==> src/rtl/sensor_cola.sv <==
// Vehicle-queue model for the side opposite the traffic-light controller.
// Counts arrivals per street, releases one vehicle every DEP_PERIOD green
// cycles, and turns the registered queue counts into the TA/TB sensors.
module sensor_cola #(
  parameter int W          = 4,
  parameter int DEP_PERIOD = 2
) (
  input  logic         clk,
  input  logic         reset,
  input  logic         llegada_A,
  input  logic         llegada_B,
  input  logic [2:0]   LA,
  input  logic [2:0]   LB,
  output logic         TA,
  output logic         TB,
  output logic [W-1:0] cola_A,
  output logic [W-1:0] cola_B,
  output logic         salida_A,
  output logic         salida_B,
  output logic         desborde,
  output logic         error_luz
);

  // Timer only has to reach DEP_PERIOD-1; keep at least one bit so
  // DEP_PERIOD==1 still elaborates (the timer then stays at 0).
  localparam int            TW       = (DEP_PERIOD > 1) ? $clog2(DEP_PERIOD) : 1;
  localparam logic [TW-1:0] TMR_LAST = TW'(DEP_PERIOD - 1);
  localparam logic [W-1:0]  COLA_MAX = '1;
  localparam logic [2:0]    GREEN    = 3'b001;

  // Index 0 is street A, index 1 is street B.
  logic [W-1:0]  r_cola [2];
  logic [TW-1:0] r_tmr  [2];
  logic [1:0]    r_salida;
  logic          r_desborde;
  logic          r_error_luz;

  logic [2:0]    w_light [2];
  logic [1:0]    w_arr;
  logic          w_illegal;
  logic [1:0]    w_serv;
  logic [1:0]    w_dep;
  logic [1:0]    w_ovf;
  logic [W-1:0]  w_cola_nxt [2];
  logic [TW-1:0] w_tmr_nxt  [2];

  assign w_light[0] = LA;
  assign w_light[1] = LB;
  assign w_arr      = {llegada_B, llegada_A};

  // Both greens at once, or any light that is not one-hot, is a fault.
  assign w_illegal = !$onehot(LA) || !$onehot(LB) || ((LA == GREEN) && (LB == GREEN));

  // Per-street servicing, departure timing and queue arithmetic.
  always_comb begin
    // NOTE: every signal gets a default first so no path leaves it unassigned
    // and no latch is inferred.
    w_serv = '0;
    w_dep  = '0;
    w_ovf  = '0;
    for (int i = 0; i < 2; i++) begin
      w_cola_nxt[i] = r_cola[i];
      w_tmr_nxt[i]  = '0;

      // The fault inhibits departures in the offending cycle as well.
      w_serv[i] = (w_light[i] == GREEN) && (r_cola[i] != '0) &&
                  !w_illegal && !r_error_luz;
      w_dep[i]  = w_serv[i] && (r_tmr[i] == TMR_LAST);

      // Leaving green (or an empty queue) discards a partial period.
      if (w_serv[i] && !w_dep[i]) begin
        w_tmr_nxt[i] = r_tmr[i] + 1'b1;
      end

      // Arrival and departure together cancel; saturation drops the arrival.
      if (w_arr[i] && !w_dep[i]) begin
        if (r_cola[i] == COLA_MAX) begin
          w_ovf[i] = 1'b1;
        end else begin
          w_cola_nxt[i] = r_cola[i] + 1'b1;
        end
      end else if (w_dep[i] && !w_arr[i]) begin
        w_cola_nxt[i] = r_cola[i] - 1'b1;
      end
    end
  end

  // State registers; reset clears queues, timers and sticky flags at once.
  always_ff @(posedge clk or posedge reset) begin
    if (reset) begin
      for (int i = 0; i < 2; i++) begin
        r_cola[i] <= '0;
        r_tmr[i]  <= '0;
      end
      r_salida    <= '0;
      r_desborde  <= 1'b0;
      r_error_luz <= 1'b0;
    end else begin
      // NOTE: non-blocking assignments so every register samples the
      // pre-edge values, independent of statement order.
      for (int i = 0; i < 2; i++) begin
        r_cola[i] <= w_cola_nxt[i];
        r_tmr[i]  <= w_tmr_nxt[i];
      end
      r_salida    <= w_dep;
      r_desborde  <= r_desborde | (|w_ovf);
      r_error_luz <= r_error_luz | w_illegal;
    end
  end

  assign cola_A    = r_cola[0];
  assign cola_B    = r_cola[1];
  assign TA        = (r_cola[0] != '0);
  assign TB        = (r_cola[1] != '0);
  assign salida_A  = r_salida[0];
  assign salida_B  = r_salida[1];
  assign desborde  = r_desborde;
  assign error_luz = r_error_luz;

endmodule

==> config.mk <==
export PLATFORM = sky130hd
export DESIGN_NAME = sensor_cola
export DESIGN_NICKNAME = d
export VERILOG_FILES = /design/src/rtl/sensor_cola.sv
export SDC_FILE = /design/constraint.sdc
export NUM_CORES = 1
export LEC_CHECK = 0
export CORE_MARGIN = 2
export CORE_UTILIZATION = 45
export CTS_CLUSTER_SIZE = 10
export DETAILED_ROUTE_END_ITERATION = 7
export HOLD_SLACK_MARGIN = 0.12
export PLACE_DENSITY = 0.74
export SYNTH_ARGS = -nofsm -noshare
export SYNTH_HDL_FRONTEND = slang
export SYNTH_SLANG_ARGS = --single-unit
==> constraint.sdc <==
create_clock -name clk -period 5.3 [get_ports clk]
set_clock_uncertainty 0.05 [all_clocks]
set_input_delay 0.795 -clock clk [delete_from_list [all_inputs] [get_ports clk]]
set_output_delay 0.795 -clock clk [all_outputs]
set_load 0.02 [all_outputs]
==> flow_summary.json <==
{
  "status": "completed",
  "fin_crit_sh_pct": 77.7,
  "synth_edf_count": 0,
  "synth_top_family_by_area": "simple AND/OR/NAND/NOR gates",
  "rr_worst_depth": 10,
  "end_kind": "flip-flop",
  "syn_nets": 107,
  "finalWorstSetupSlack_ns": 1.18,
  "slew_headroom_pct": 62.4,
  "dr.first_iter.drc_count": 20,
  "finalCriticalPeriod_ns": 4.12,
  "gp_congestion": 0.770,
  "ioPinCount": 24,
  "final_hold_viol_count": 0,
  "cp.arrival_ns": 4.28,
  "ir_drop_v": 0.000278,
  "syn2layout_area_growth_pct": 28.1,
  "synth_cell_types": 37,
  "rsz0062_at_grt": "false",
  "path_max_fanout": 6,
  "core_mm2": 0.00200,
  "ys_top_cells_by_count": "dfrtp_1, inv_1, nand2_1",
  "first_pass_iters": 4,
  "cts_setup_buffers": 0,
  "antenna_found_initial": 0,
  "synth_top_cell_by_area": "dfrtp_1",
  "tns_ns": 0,
  "tritoncts": "yes",
  "drt_wl_total_um": 1990,
  "fill_cells": 177,
  "crit_top_cell": "nand2_1",
  "grt_pass1_wl_um": 3500,
  "setup_violations": 0,
  "cts_htree_levels": 1,
  "cap_violations": 0,
  "synth_adder_area_share_pct": 13.5,
  "cp_data_required_time_ns": 5.46,
  "ctsHoldBuffers": 0,
  "slew_violations": 0,
  "crit_cells": 13,
  "globalRouteOverflowTotal": 0,
  "slowest_delay_ns": 0.55,
  "syn_inst": 89,
  "antenna_cells": 0,
  "cts.sinks": 14,
  "holdCritPathClass": "reg2reg",
  "path_buf_inv": 2,
  "grt_pass1_vias": 756,
  "place.port_buffers": 23,
  "fmax_mhz": 243,
  "synth_area_um2": 967,
  "clk_path_buf_depth": 2,
  "ant_nets": 0,
  "die_area_mm2": 0.00254,
  "cts_resized": 0,
  "worstMarginPinSlew_ns": 0.564,
  "ys_seq_area_share_pct": 36.2,
  "leakage_nw": 0.538,
  "yosys.area_share.simple_pct": 21.7,
  "post-route-util_pct": 61.9,
  "syn_avg_cell_area_um2": 10.9,
  "vias": 752,
  "clock_latency_ns": 0.27,
  "synth_xor_area_share_pct": 4.40,
  "ys_warn_count": 0,
  "track_usage_pct": 17.9,
  "clockRootBuffer": "clkbuf_4",
  "start_util_pct": 48.3,
  "synth_mux_area_share_pct": 2.20,
  "avgViaCountPerCell": 5.37,
  "synth_ff_type": "dfrtp_1",
  "regArea_um2": 350,
  "chipHeight_um": 50.4,
  "drive_above_1_share_pct": 12.4,
  "multiInputGateArea_um2": 557,
  "dp_slack_ns": 0.912,
  "post_drt_wl_per_cell_um": 14.2,
  "netlist_top_cells_area": "dfrtp_1, fa_1, ha_1, inv_1, nand2b_4",
  "r2r_slack_ns": 2.37,
  "powerDensity_mw_per_mm2": 398,
  "post-synth-top-count-cell": "dfrtp_1",
  "critPathTopFamily": "simple AND/OR/NAND/NOR gates",
  "synth_seq_cells": 14,
  "total_power_mw": 0.493,
  "hold_depth": 1,
  "rows": 16,
  "numCtsBuffers": 3,
  "start_kind": "primary input",
  "async_flop_share_pct": 100,
  "synth_compound_area_share_pct": 15.8,
  "grt_max_degree": 15,
  "synth_top_area_share_pct": 36.2,
  "hpwl_um": 1510,
  "cp_cell_sequence": "clkdlybuf4s50_1 > inv_1 > fa_1 > nor4b_2 > nand2_1 > or3_1 > nand2_1 > ha_1 > a21o_1 > a21oi_1 > nor3b_1 > mux2i_1 > nand3_1",
  "nets": 133,
  "cp_slowest_cell": "or3_1",
  "clkTransAtPathRegs_ns": 0.08,
  "die_x_um": 50.4,
  "whs_ns": 0.386,
  "drc_errors": 0,
  "path_class": "in2reg"
}
==> flip-flops by register name (all words and copies together) (netlist names) <==
register and cells:
desborde 1, r_tmr 2, r_salida 2, cola_B 4
error_luz 1, cola_A 4
==> worst reg2reg max path, cell delays in order, from the launching register on <==
cell	delay (ns)
dfrtp_1	0.47
or4_4	0.59
nand2b_4	0.09
or3_1	0.26
nand2_1	0.19
ha_1	0.32
a21o_1	0.17
a21oi_1	0.28
nor3b_1	0.23
mux2i_1	0.11
nand3_1	0.10
==> metal layers <==
layer  track usage, %  share of wire, %
met1             26.1                49
met2             27.6                44
met5                0                 0
met3             2.68               5.5
met4             5.41              0.75
==> cells in the final DEF, fill, tap and decap left out, types with 2 or more instances in the layout <==
| cell | instances |
|---|---|
| clkdlybuf4s50_1 | 23 |
| nand2_1 | 5 |
| a2bb2oi_1 | 2 |
| a21oi_1 | 2 |
| or3_1 | 2 |
| fa_1 | 4 |
| clkbuf_4 | 3 |
| nor4_1 | 2 |
| nor2_1 | 2 |
| or3b_4 | 2 |
| nor3_1 | 4 |
| nor3b_1 | 2 |
| a21o_1 | 2 |
| o211ai_1 | 2 |
| nand4_1 | 2 |
| o22a_1 | 2 |
| nand3_1 | 2 |
| inv_1 | 12 |
| or4_4 | 2 |
| ha_1 | 4 |
| nand2b_4 | 2 |
| xor2_1 | 2 |
| dfrtp_1 | 14 |
==> cells by family (layout without fill, tap and decap cells) <==
family	count (synthesis)	after routing
flops	14	14
buf+inv	14	38
xor+xnor	4	4
fa+ha+maj	8	8
simple gates	30	30
mux	2	2
compound gates	17	17
==> report_power, final <==
part           switching, mW  internal [mW]  total (mW)
registers             0.0480          0.135       0.183
clock network         0.0338         0.0263      0.0601
logic                  0.121          0.130       0.250
total                  0.203          0.291       0.493
==> layout make-up <==
class                           count  share of cell area, %
Sequential cell                    14                   28.3
Clock buffer                        3                   1.82
Inverter                           12                   3.64
Tap cell                           27                   2.73
Multi-Input combinational cell     61                   44.9
Timing Repair Buffer               23                   18.6
==> through the flow <==
stage	cells	area [µm²]
2_1_floorplan	89	967
5_1_grt	140	1240
3_5_place_dp	137	1220
6_report	140	1240
4_1_cts	140	1240
3_3_place_gp	137	1220
==> worst paths after layout <==
kind	from	endpoint
setup / recovery	LA[0]	cola_B[3]
hold / removal	r_tmr[0]	r_tmr[0]
setup reg to reg	cola_B[0]	cola_B[3]
hold reg to reg	r_tmr[0]	r_tmr[0]
max in group asynchronous	reset	error_luz
min in group asynchronous	reset	cola_A[3]
Power figures use the tool's default switching activity.
